$ cat config.mk
export PLATFORM = sky130hd
export DESIGN_NAME = mac_err_monitor
export DESIGN_NICKNAME = d
export VERILOG_FILES = /design/src/rtl/mac_mon_pkg.sv /design/src/rtl/mac_exact_err.sv /design/src/rtl/mac_err_monitor.sv
export SDC_FILE = /design/constraint.sdc
export NUM_CORES = 1
export LEC_CHECK = 0
export ABC_AREA = 0
export CORE_ASPECT_RATIO = 0.75
export CORE_MARGIN = 4
export CORE_UTILIZATION = 32
export DETAILED_ROUTE_END_ITERATION = 8
export GPL_TIMING_DRIVEN = 0
export PLACE_DENSITY_LB_ADDON = 0.3
export SYNTH_ARGS = -nofsm -noshare
export SYNTH_HDL_FRONTEND = slang
export SYNTH_SLANG_ARGS = --single-unit
$ cat constraint.sdc
create_clock -name clk -period 14.4 [get_ports clk]
set_clock_uncertainty 0.15 [all_clocks]
set_input_delay 2.88 -clock clk [delete_from_list [all_inputs] [get_ports clk]]
set_output_delay 2.88 -clock clk [all_outputs]
set_load 0.02 [all_outputs]
$ cat src/rtl/mac_mon_pkg.sv
// Shared types and helpers for the approximate-MAC error monitors.
package mac_mon_pkg;

    localparam int unsigned DATA_W_DEF = 4;
    localparam int unsigned EXACT_W    = 2 * DATA_W_DEF + 1;

    typedef enum logic [1:0] {
        IDLE,
        RUN,
        DRAIN
    } state_e;

    typedef struct packed {
        logic [31:0] val;
        logic        sat;
    } sat_sum_t;

    // Adds inc to acc and clamps to 2^width-1; sat reports that clamping occurred.
    function automatic sat_sum_t sat_add(
        input logic [31:0] acc,
        input logic [31:0] inc,
        input int unsigned width
    );
        sat_sum_t    res;
        logic [32:0] full;
        logic [32:0] lim;
        full = {1'b0, acc} + {1'b0, inc};
        lim  = (33'd1 << width) - 33'd1;
        if (full > lim) begin
            res.val = lim[31:0];
            res.sat = 1'b1;
        end else begin
            res.val = full[31:0];
            res.sat = 1'b0;
        end
        return res;
    endfunction

endpackage

$ cat src/rtl/mac_exact_err.sv
// Combinational exact a*b+c and absolute deviation of an approximate result r.
module mac_exact_err #(
    parameter int unsigned DATA_W  = 4,
    parameter int unsigned R_W     = 8,
    parameter int unsigned EXACT_W = 2 * DATA_W + 1
) (
    input  logic [DATA_W-1:0]  a,
    input  logic [DATA_W-1:0]  b,
    input  logic [DATA_W-1:0]  c,
    input  logic [R_W-1:0]     r,
    output logic [EXACT_W-1:0] exact,
    output logic [EXACT_W-1:0] err
);

    logic [EXACT_W-1:0] r_ext;

    always_comb begin
        exact = EXACT_W'(a) * EXACT_W'(b) + EXACT_W'(c);
        r_ext = EXACT_W'(r);
        if (r_ext >= exact) begin
            err = r_ext - exact;
        end else begin
            err = exact - r_ext;
        end
    end

endmodule

$ cat src/rtl/mac_err_monitor.sv
// Windowed error-statistics monitor for the approximate 4x4 MAC stage:
// two-stage check pipeline, working accumulators and latched window results.
module mac_err_monitor
    import mac_mon_pkg::*;
#(
    parameter int unsigned DATA_W  = 4,
    parameter int unsigned R_W     = 8,
    parameter int unsigned WIN_LEN = 256,
    parameter int unsigned SUM_W   = 16,
    parameter int unsigned CNT_W   = $clog2(WIN_LEN + 1)
) (
    input  logic                clk,
    input  logic                rst,
    input  logic                start,
    input  logic                abort,
    input  logic                in_valid,
    output logic                in_ready,
    input  logic [DATA_W-1:0]   in_a,
    input  logic [DATA_W-1:0]   in_b,
    input  logic [DATA_W-1:0]   in_c,
    input  logic [R_W-1:0]      in_r,
    output logic                busy,
    output logic                done,
    output logic [SUM_W-1:0]    err_sum,
    output logic [2*DATA_W:0]   err_max,
    output logic [CNT_W-1:0]    mismatch_cnt,
    output logic                sum_sat
);

    localparam int unsigned EW = 2 * DATA_W + 1;

    state_e state_q, state_d;

    logic              s1_valid_q, s1_valid_d;
    logic [DATA_W-1:0] s1_a_q, s1_a_d;
    logic [DATA_W-1:0] s1_b_q, s1_b_d;
    logic [DATA_W-1:0] s1_c_q, s1_c_d;
    logic [R_W-1:0]    s1_r_q, s1_r_d;

    logic [CNT_W-1:0]  cnt_q, cnt_d;
    logic [SUM_W-1:0]  wsum_q, wsum_d;
    logic [EW-1:0]     wmax_q, wmax_d;
    logic [CNT_W-1:0]  wmis_q, wmis_d;
    logic              wsat_q, wsat_d;

    logic [SUM_W-1:0]  err_sum_q, err_sum_d;
    logic [EW-1:0]     err_max_q, err_max_d;
    logic [CNT_W-1:0]  mismatch_cnt_q, mismatch_cnt_d;
    logic              sum_sat_q, sum_sat_d;
    logic              done_q, done_d;

    logic [EW-1:0]     exact_s2;
    logic [EW-1:0]     err_s2;
    sat_sum_t          sum_next;

    logic accept_take;
    logic start_go;
    logic last_accept;
    logic finish;

    mac_exact_err #(
        .DATA_W  (DATA_W),
        .R_W     (R_W),
        .EXACT_W (EW)
    ) u_exact_err (
        .a     (s1_a_q),
        .b     (s1_b_q),
        .c     (s1_c_q),
        .r     (s1_r_q),
        .exact (exact_s2),
        .err   (err_s2)
    );

    assign sum_next = sat_add(32'(wsum_q), 32'(err_s2), SUM_W);

    // Abort has priority over every other event in the same cycle.
    always_comb begin
        accept_take = (state_q == RUN) && in_valid && !abort;
        start_go    = (state_q == IDLE) && start && !abort;
        last_accept = accept_take && (cnt_q == CNT_W'(WIN_LEN - 1));
        finish      = (state_q == DRAIN) && !abort && !s1_valid_q;
    end

    always_ff @(posedge clk or posedge rst) begin
        if (rst) begin
            state_q <= IDLE;
        end else begin
            state_q <= state_d;
        end
    end

    always_comb begin
        state_d = state_q;
        case (state_q)
            IDLE:    if (start_go) state_d = RUN;
            RUN: begin
                if (abort) begin
                    state_d = IDLE;
                end else if (last_accept) begin
                    state_d = DRAIN;
                end
            end
            DRAIN:   if (abort || finish) state_d = IDLE;
            default: state_d = IDLE;
        endcase
    end

    always_comb begin
        in_ready = (state_q == RUN);
        busy     = (state_q == RUN) || (state_q == DRAIN);
    end

    always_comb begin
        s1_valid_d     = accept_take;
        s1_a_d         = s1_a_q;
        s1_b_d         = s1_b_q;
        s1_c_d         = s1_c_q;
        s1_r_d         = s1_r_q;
        cnt_d          = cnt_q;
        wsum_d         = wsum_q;
        wmax_d         = wmax_q;
        wmis_d         = wmis_q;
        wsat_d         = wsat_q;
        err_sum_d      = err_sum_q;
        err_max_d      = err_max_q;
        mismatch_cnt_d = mismatch_cnt_q;
        sum_sat_d      = sum_sat_q;
        done_d         = finish;

        if (accept_take) begin
            s1_a_d = in_a;
            s1_b_d = in_b;
            s1_c_d = in_c;
            s1_r_d = in_r;
            cnt_d  = cnt_q + CNT_W'(1);
        end

        if (start_go) begin
            cnt_d  = '0;
            wsum_d = '0;
            wmax_d = '0;
            wmis_d = '0;
            wsat_d = 1'b0;
        end else if (s1_valid_q && !abort) begin
            wsum_d = SUM_W'(sum_next.val);
            wsat_d = wsat_q | sum_next.sat;
            if (err_s2 > wmax_q) begin
                wmax_d = err_s2;
            end
            if (EW'(s1_r_q) != exact_s2) begin
                wmis_d = wmis_q + CNT_W'(1);
            end
        end

        if (finish) begin
            err_sum_d      = wsum_q;
            err_max_d      = wmax_q;
            mismatch_cnt_d = wmis_q;
            sum_sat_d      = wsat_q;
        end
    end

    always_ff @(posedge clk or posedge rst) begin
        if (rst) begin
            s1_valid_q     <= 1'b0;
            s1_a_q         <= '0;
            s1_b_q         <= '0;
            s1_c_q         <= '0;
            s1_r_q         <= '0;
            cnt_q          <= '0;
            wsum_q         <= '0;
            wmax_q         <= '0;
            wmis_q         <= '0;
            wsat_q         <= 1'b0;
            err_sum_q      <= '0;
            err_max_q      <= '0;
            mismatch_cnt_q <= '0;
            sum_sat_q      <= 1'b0;
            done_q         <= 1'b0;
        end else begin
            s1_valid_q     <= s1_valid_d;
            s1_a_q         <= s1_a_d;
            s1_b_q         <= s1_b_d;
            s1_c_q         <= s1_c_d;
            s1_r_q         <= s1_r_d;
            cnt_q          <= cnt_d;
            wsum_q         <= wsum_d;
            wmax_q         <= wmax_d;
            wmis_q         <= wmis_d;
            wsat_q         <= wsat_d;
            err_sum_q      <= err_sum_d;
            err_max_q      <= err_max_d;
            mismatch_cnt_q <= mismatch_cnt_d;
            sum_sat_q      <= sum_sat_d;
            done_q         <= done_d;
        end
    end

    assign done         = done_q;
    assign err_sum      = err_sum_q;
    assign err_max      = err_max_q;
    assign mismatch_cnt = mismatch_cnt_q;
    assign sum_sat      = sum_sat_q;

endmodule

==> results of run 1 <==
==> Yosys cell counts (7+ instances only) <==
library cell | instances | area share
a21o_1 | 8 | 0.0095
a21oi_1 | 35 | 0.028
a221o_1 | 8 | 0.013
and2_1 | 9 | 0.0089
clkbuf_1 | 11 | 0.0065
dfrtp_1 | 103 | 0.41
fa_1 | 10 | 0.032
ha_1 | 62 | 0.12
inv_1 | 60 | 0.036
mux2_2 | 36 | 0.064
mux2i_1 | 7 | 0.011
nand2_1 | 77 | 0.046
nand4_1 | 12 | 0.012
nor2_1 | 33 | 0.020
nor2b_1 | 7 | 0.0069
o21ai_0 | 32 | 0.025
xnor2_1 | 13 | 0.018
xor2_1 | 17 | 0.024
==> registers in the layout (all words and copies together) (netlist names) <==
name / flops
err_sum: 16
wsat_q: 1
mismatch_cnt: 9
s1_c_q: 4
wmis_q: 9
err_max: 9
s1_b_q: 4
s1_a_q: 4
s1_valid_q: 1
s1_r_q: 8
done: 1
sum_sat: 1
state_q: 2
cnt_q: 9
wsum_q: 16
wmax_q: 9
==> area by class of cell <==
type / count / area (sq um)
buffer: 18 / 81.3
clock buffer: 10 / 229
clock inverter: 6 / 75.1
fill: 1947 / 11800
inverter: 62 / 235
multi-input combinational: 447 / 3420
sequential: 103 / 2580
tap: 253 / 317
timing repair buffer: 63 / 648
==> worst max-delay path by stage <==
stage / slack (ns) / endpoint
floorplan: 8.05 / wsum_q[7]
global placement: 6.91 / err_sum[3]
detailed placement: 7.12 / wmax_q[1]
CTS: 7.04 / wmax_q[1]
global route: 6.47 / wmax_q[1]
finish: 7.01 / wmax_q[1]
==> logic make-up after synthesis <==
| logic type | count (synthesis) | synth area share |
|---|---|---|
| XOR/XNOR | 30 | 0.0416 |
| adder cells (fa/ha/maj) | 72 | 0.155 |
| AND/OR/NAND/NOR | 167 | 0.123 |
| multiplexers | 43 | 0.0754 |
| buffers and inverters | 80 | 0.0498 |
| flip-flops | 103 | 0.409 |
| AO/OA/AOI/OAI | 135 | 0.147 |
==> layer usage <==
layer | track usage | share of wire | vias to the layer above
li1 | - | - | 2325
met1 | 0.215 | 0.54 | 2240
met2 | 0.191 | 0.40 | 122
met3 | 0.0366 | 0.049 | 14
met4 | 0.0272 | 0.010 | 0
met5 | 0 | 0 | -
==> through the flow <==
| step | hold WS, ns | std cells | utilization | area, sq um |
|---|---|---|---|---|
| 2_1_floorplan | 0.291 | 630 | - | 6310 |
| 3_3_place_gp | 0.314 | 945 | 0.374 | 7250 |
| 3_5_place_dp | 0.314 | 946 | 0.375 | 7280 |
| 4_1_cts | 0.333 | 962 | 0.391 | 7580 |
| 5_1_grt | 0.360 | 962 | 0.391 | 7580 |
| 6_report | 0.326 | 962 | 0.391 | 7580 |
==> worst reg2reg max path: cells and delay by family (launching register included) <==
kind | cells | cell delay, ns
compound gates | 13 | 2.42
xor+xnor | 2 | 0.45
fa+ha+maj | 6 | 2.56
buf+inv | 3 | 0.63
flops | 1 | 0.42
mux | 1 | 0.20
simple gates | 3 | 0.47
==> flow_metrics.py, run 1 <==
metrics = {
    "floorplanning": {
        "die_height_um": 130,
        "start_util": 0.326,
        "io_pins": 63,
        "dieArea_sq_um": 22000,
        "fp-row-count": 44,
        "core_sq_um": 19400,
        "die_w_um": 170,
    },
    "critical_path": {
        "cp-start-kind": "flop",
        "cp_max_fo": 10,
        "cp_num_buf_inv": 3,
        "worstSetupEndpointType": "flop",
        "regToRegEndpoint": "wmax_q[1]",
        "r2r_start": "s1_b_q[3]",
        "r2r_slack_ns": 7.01,
        "critPathKind": "flop to flop",
        "slowest_stage": "a21oi_1",
        "worst_ep_arrival_time_ns": 7.51,
        "critPathTopFamily": "adder cells",
        "critPathMaxStageDelay_ns": 0.57,
        "required_ns": 14.52,
        "cp-startpoint": "s1_b_q[3]",
        "path_common_cell": "a21oi_1",
        "cp.depth": 28,
        "rr_worst_depth": 28,
    },
    "logic_synthesis": {
        "ys_ff_latch": 103,
        "yosysWarnings": 0,
        "yosysSeqAreaShare": 0.409,
        "syn_nets": 727,
        "netlist_area_sq_um": 6310,
        "syn_area_per_cell_sq_um": 10.0,
        "synth_edf_count": 0,
        "ys_types": 59,
        "synth_ff_type": "dfrtp_1",
        "synthCells": 630,
        "async_flop_share": 1.00,
    },
    "cts": {
        "h-tree-depth": 3,
        "clk_path_buf_depth": 2,
        "cts_setup_buffers": 0,
        "holdBufCountCts": 0,
        "numCtsBuffers": 9,
        "cts_tree": "yes",
        "clock_latency_ns": 0.36,
        "cts_root_buf": "clkbuf_16",
        "cts_resized": 0,
        "clkSlewWorstSetupHoldPaths_ns": 0.08,
        "cts.sinks": 103,
    },
    "layout": {
        "nets": 801,
        "layout_common_cells": "103 x dfrtp_1, 77 x nand2_1, 62 x ha_1, 62 x clkdlybuf4s50_1, 59 x inv_1",
        "n_antenna_cell": 0,
        "syn_to_final_growth_pct": 20.2,
        "layout-drive-gt1-share": 0.0987,
        "final_common_cell": "dfrtp_1",
    },
    "sta": {
        "setup_viol_count_final": 0,
        "clock.fmax_ghz": 0.135,
        "layout_setup_ws_ns": 7.01,
        "hold_viol_final": 0,
        "finalCriticalPeriod_ns": 7.39,
        "post-route-period-util": 0.513,
        "rsz0062_at_grt": "no",
        "fin_setup_tns_ns": 0,
        "tightest_slew_ns": 0.712,
        "drv_slew": 0,
        "relSlewSlack": 0.525,
    },
    "global_routing": {
        "antenna_found_initial": 0,
        "grt_pass1_wl_mm": 24.4,
        "grt_usage": 0.138,
        "grt_overflow": 0,
        "grt_pass1_vias": 4636,
        "grt_start_max_net_pins": 55,
    },
    "hold_path": {
        "hold_start": "wsat_q",
        "holdPathEnd": "wsat_q",
        "min_path_type": "flop to flop",
        "worstHoldPathCells": 2,
    },
    "route": {
        "drtIter0Drc": 343,
        "finalWirelength_mm": 14.4,
        "wl_per_cell_um": 15.0,
        "vias_per_cell": 4.89,
        "ant_nets": 0,
        "first_pass_iters": 5,
        "vias": 4701,
        "post-route-drc-count": 0,
    },
    "placed_design": {
        "dpl_worst_slack_ns": 7.12,
        "place_hpwl_mm": 10.9,
        "io_buffers": 62,
        "routabilityCongestion": 0.851,
    },
    "run_status": {
        "outcome": "finished, final reports clean",
    },
    "job": {
        "maxCapViolCount": 0,
    },
}
Power of run 1 is left out: the tool's default activity adds up to more than one toggle a clock period on the data nets, which glitch-free logic cannot reach.
==> inputs of run 2 (changes only) <==
- clock period: 14.4 -> 7.2 ns (I/O delays scaled with it)
==> run 2 against run 1 <==
Net effect: sequential share of layout area shrank 0.42 points; global-route usage is essentially flat; critical path depth shrank 1; worst hold slack gained 0.0017 ns; die area is the same; core utilization grew 0.51 points; critical path type unchanged; critical endpoint is now wsum_q[8].
==> flow_metrics.py, run 2 (same netlist as run 1, synthesis figures left out) <==
metrics = {
    "floorplanning": {
        "start_util": 0.326,
        "die_w_um": 170,
        "dieArea_sq_um": 22000,
        "io_pins": 63,
        "core_sq_um": 19400,
        "die_height_um": 130,
        "fp-row-count": 44,
    },
    "sta": {
        "drv_slew": 0,
        "setup_viol_count_final": 0,
        "finalCriticalPeriod_ns": 6.90,
        "post-route-period-util": 0.958,
        "clock.fmax_ghz": 0.145,
        "tightest_slew_ns": 0.713,
        "relSlewSlack": 0.524,
        "hold_viol_final": 0,
    },
    "hold_path": {
        "min_path_type": "flop to flop",
    },
    "job": {
        "maxCapViolCount": 0,
    },
    "layout": {
        "n_antenna_cell": 0,
        "finish.instance_area_sq_um": 7680,
        "layout_common_cells": "102 x dfrtp_1, 77 x nand2_1, 62 x clkdlybuf4s50_1, 61 x ha_1, 59 x inv_1",
        "syn_to_final_growth_pct": 21.7,
        "layout-drive-gt1-share": 0.122,
        "nets": 807,
        "final_common_cell": "dfrtp_1",
    },
    "global_routing": {
        "globalRoute.busiestLayer": "met1",
        "grt_overflow": 0,
        "antenna_found_initial": 0,
        "grt_pass1_wl_mm": 24.4,
        "use_met3": 0.0366,
        "grt_start_max_net_pins": 55,
        "grt_use_met2": 0.192,
        "met1_usage": 0.215,
        "grt_pass1_vias": 4631,
        "grt_usage": 0.138,
    },
    "route": {
        "post-route-drc-count": 0,
        "vias": 4715,
        "finalWirelength_mm": 14.6,
        "vias_per_cell": 4.87,
        "first_pass_iters": 5,
        "ant_nets": 0,
        "wl_per_cell_um": 15.1,
        "drtIter0Drc": 303,
    },
    "critical_path": {
        "cp_max_fo": 7,
        "cp-start-kind": "flop",
        "critPathKind": "flop to flop",
        "required_ns": 7.30,
        "worstSetupEndpointType": "flop",
        "worst_ep_arrival_time_ns": 7.00,
    },
    "cts": {
        "cts_tree": "yes",
        "cts.sinks": 103,
        "numCtsBuffers": 9,
        "clkSlewWorstSetupHoldPaths_ns": 0.08,
        "cts_root_buf": "clkbuf_16",
        "clk_path_buf_depth": 2,
        "clock_latency_ns": 0.36,
        "h-tree-depth": 3,
    },
    "placed_design": {
        "placed_area_sq_um": 7280,
        "io_buffers": 62,
        "place_hpwl_mm": 10.9,
        "routabilityCongestion": 0.851,
    },
    "run_status": {
        "outcome": "finished, final reports clean",
    },
}
==> run 2: timing repair <==
action / CTS / global route
hold buffers: 0 / 0
pin swaps: 1 / 3
resized for setup: 1 / 14
buffers inserted: 2 / 4
endpoints found under the setup margin: 16 / 26
==> run 2: worst max-delay path, stage by stage, from the launching register on <==
cell and delay (ns):
dfrtp_1 0.42, nand2_1 0.12, fa_1 0.53, fa_1 0.51, fa_1 0.52, inv_1 0.04, ha_1 0.34, a21o_1 0.21
a21oi_2 0.18, o21bai_1 0.09, a21oi_1 0.18, xor2_1 0.24, ha_2 0.37, and3_1 0.21, o2bb2ai_2 0.14, a211oi_4 0.25
a21oi_4 0.11, mux2i_1 0.15, xnor2_1 0.26, inv_1 0.13, ha_1 0.33, and2_1 0.18, a21boi_2 0.19, o21a_1 0.22
o21a_1 0.16, nor2_1 0.13, xnor2_1 0.08, a221o_1 0.31
==> run 2: layout make-up <==
class / count / area, sq um
fillers: 1939 / 11700
multi-input cells: 447 / 3470
flip-flops and latches: 103 / 2580
repair buffers: 69 / 693
well taps: 253 / 317
inverters: 62 / 235
clock buffers: 10 / 229
plain buffers: 18 / 82.6
clock inverters: 6 / 75.1
==> run 2: final timing paths <==
path	start	endpoint	slack [ns]	cells past startpoint
worst max register to register	s1_b_q[3]	wsum_q[8]	0.30	27
worst max-delay path	s1_b_q[3]	wsum_q[8]	0.30	27
worst min register to register	wsat_q	wsat_q	0.33	2
worst min-delay path	wsat_q	wsat_q	0.33	2
min in group asynchronous	rst	s1_b_q[2]	1.40	2
max in group asynchronous	rst	err_sum[3]	4.80	3
==> run 2: metal layers <==
metal  routed length (um)  vias up
met1                 7970     2261
met2                 5850       99
met5                    0        -
li1                     -     2339
met3                  641       16
met4                  159        0
==> run 2: per-stage QoR <==
step | setup TNS (ns) | hold slack (ns) | worst slack [ns] | cells | utilization
CTS | 0 | 0.333 | 0.0438 | 964 | 0.392
global route | -0.00214 | 0.360 | -0.00214 | 968 | 0.396
global placement | -0.656 | 0.314 | -0.0844 | 945 | 0.374
finish | 0 | 0.328 | 0.302 | 968 | 0.396
detailed placement | -0.651 | 0.314 | -0.0780 | 946 | 0.375
floorplan | 0 | 0.291 | 0.849 | 630 | -
Power of run 2 is left out for the same reason.
==> inputs of run 3 (changes only) <==
- RECOVER_POWER: not set -> 50
- SETUP_SLACK_MARGIN: not set -> 0.4
==> run 3 against run 2 <==
Net effect: the run now ends with capacitance limit, slew limit left; design area grew 2.5%; via count grew 2.5%; global-route usage grew 0.26 points; flip-flop and latch count is the same; critical path depth shrank 2; die area is the same; non-clock buffer count grew 15; core utilization grew 0.99 points; first-iteration DRC count grew 3.3%; final cell count grew 1.7%; fmax grew 4.5%.
==> flow_metrics.py, run 3 (same netlist as run 1, synthesis figures left out) <==
metrics = {
    "placed_design": {
        "place_hpwl_mm": 10.9,
        "routabilityCongestion": 0.851,
        "io_buffers": 62,
    },
    "sta": {
        "clock.fmax_ghz": 0.151,
        "rsz0062_at_grt": "no",
        "tightest_slew_ns": 2.73,
        "fin_setup_tns_ns": 0,
        "post-route-period-util": 0.917,
        "relSlewSlack": -0.821,
        "drv_slew": 106,
        "finalCriticalPeriod_ns": 6.60,
        "setup_viol_count_final": 0,
        "hold_viol_final": 0,
    },
    "cts": {
        "clkSlewWorstSetupHoldPaths_ns": 0.08,
        "numCtsBuffers": 9,
        "clock_latency_ns": 0.36,
        "cts_root_buf": "clkbuf_16",
        "cts_tree": "yes",
        "clk_path_buf_depth": 2,
        "h-tree-depth": 3,
        "cts.sinks": 103,
    },
    "layout": {
        "final_common_cell": "dfrtp_1",
        "syn_to_final_growth_pct": 24.8,
        "nets": 822,
        "regArea_sq_um": 2580,
        "final.fill_count": 1935,
        "layout-drive-gt1-share": 0.158,
        "layout_common_cells": "101 x dfrtp_1, 76 x nand2_1, 59 x ha_1, 58 x inv_1, 47 x clkdlybuf4s50_1",
        "multi_input_area_sq_um": 3560,
    },
    "global_routing": {
        "met1_usage": 0.218,
        "antenna_found_initial": 1,
        "use_met3": 0.0372,
        "grt_start_max_net_pins": 55,
        "grt_overflow": 0,
        "grt_usage": 0.141,
        "globalRoute.busiestLayer": "met1",
        "grt_pass1_wl_mm": 24.9,
        "grt_pass1_vias": 4728,
        "grt_use_met2": 0.197,
    },
    "critical_path": {
        "cp-startpoint": "s1_b_q[1]",
        "regToRegEndpoint": "wsum_q[15]",
        "critPathKind": "flop to flop",
        "worstSetupEndpointType": "flop",
        "required_ns": 7.32,
        "r2r_slack_ns": 0.60,
        "r2r_start": "s1_b_q[1]",
        "cp-start-kind": "flop",
        "worst_ep_arrival_time_ns": 6.72,
        "rr_worst_depth": 25,
        "cp_max_fo": 7,
    },
    "route": {
        "vias": 4831,
        "wl_per_cell_um": 15.1,
        "vias_per_cell": 4.91,
        "finalWirelength_mm": 14.9,
        "post-route-drc-count": 0,
        "drtIter0Drc": 313,
        "first_pass_iters": 5,
        "ant_nets": 0,
    },
    "floorplanning": {
        "core_sq_um": 19400,
        "fp-row-count": 44,
        "io_pins": 63,
        "start_util": 0.326,
        "die_height_um": 130,
        "die_w_um": 170,
        "dieArea_sq_um": 22000,
    },
    "job": {
        "maxCapViolCount": 2,
    },
    "hold_path": {
        "min_path_type": "flop to flop",
        "worstHoldPathCells": 2,
        "hold_start": "wsat_q",
        "holdPathEnd": "wsat_q",
    },
    "run_status": {
        "violations": "capacitance limit, slew limit",
        "outcome": "finished with violations",
    },
}
run 3: cell types whose count changed in the layout (fill, tap and decap cells not counted), moves of 2 or more:
cell / delta
inv_2: +2
clkdlybuf4s50_1: -15
clkbuf_1: +2
a21oi_2: +3
dlygate4sd3_1: +15
ha_4: +2
buf_4: +14
a21oi_1: -3
ha_1: -2
run 3: area by class of cell:
cell class / count / share of cell area
Clock inverter: 6 / 0.00954
Timing Repair Buffer: 84 / 0.0998
Clock buffer: 10 / 0.0291
Multi-Input combinational cell: 447 / 0.453
Buffer: 18 / 0.0107
Inverter: 62 / 0.0297
Tap cell: 253 / 0.0402
Sequential cell: 103 / 0.328
Antenna cell: 1 / 0.000318
run 3: worst max path at each step:
stage / slack (ns) / cells after the start / endpoint
finish: 0.60 / 25 / wsum_q[15]
global route: 0.35 / 28 / wsum_q[15]
CTS: 0.41 / 27 / wsum_q[7]
detailed placement: -0.08 / 28 / wmax_q[1]
global placement: -0.08 / 28 / wmax_q[1]
floorplan: 0.85 / 27 / wsum_q[7]
run 3: critical path, stage by stage (launching register included):
cell	delay, ns
dfrtp_2	0.42
nand2_2	0.07
fa_1	0.57
fa_1	0.44
fa_1	0.52
inv_1	0.06
ha_4	0.26
a21o_1	0.19
a21oi_2	0.16
o21bai_1	0.09
a21oi_1	0.16
xor2_1	0.22
ha_1	0.32
and3_4	0.21
o2bb2ai_2	0.13
a211oi_4	0.28
a21oi_4	0.11
mux2i_1	0.21
xor2_1	0.29
inv_1	0.16
ha_2	0.42
and3_1	0.22
nand3_1	0.18
a21oi_2	0.26
a41oi_1	0.15
a311oi_1	0.25
run 3: per-stage QoR:
step | setup WS, ns | util | cells | hold WS [ns] | area, sq um
3_3_place_gp | -0.0844 | 0.374 | 945 | 0.314 | 7250
5_1_grt | 0.346 | 0.406 | 984 | 0.360 | 7870
2_1_floorplan | 0.849 | - | 630 | 0.291 | 6310
3_5_place_dp | -0.0780 | 0.375 | 946 | 0.314 | 7280
6_report | 0.596 | 0.406 | 984 | 0.329 | 7870
4_1_cts | 0.411 | 0.397 | 973 | 0.333 | 7700
run 3: metal layers:
metal  vias up  wire length, um
met4         0              179
met5         -                0
met2       109             5990
met1      2324             7990
met3        16              730
li1       2382                -
run 3: timing repair:
| action | CTS | global route |
|---|---|---|
| setup buffers | 11 | 10 |
| resized for setup | 9 | 28 |
| cloned | 0 | 0 |
| setup endpoints to repair | 26 | 26 |
| hold buffers | 0 | 0 |
| pin swaps | 4 | 11 |
Power of run 3 is left out for the same reason.
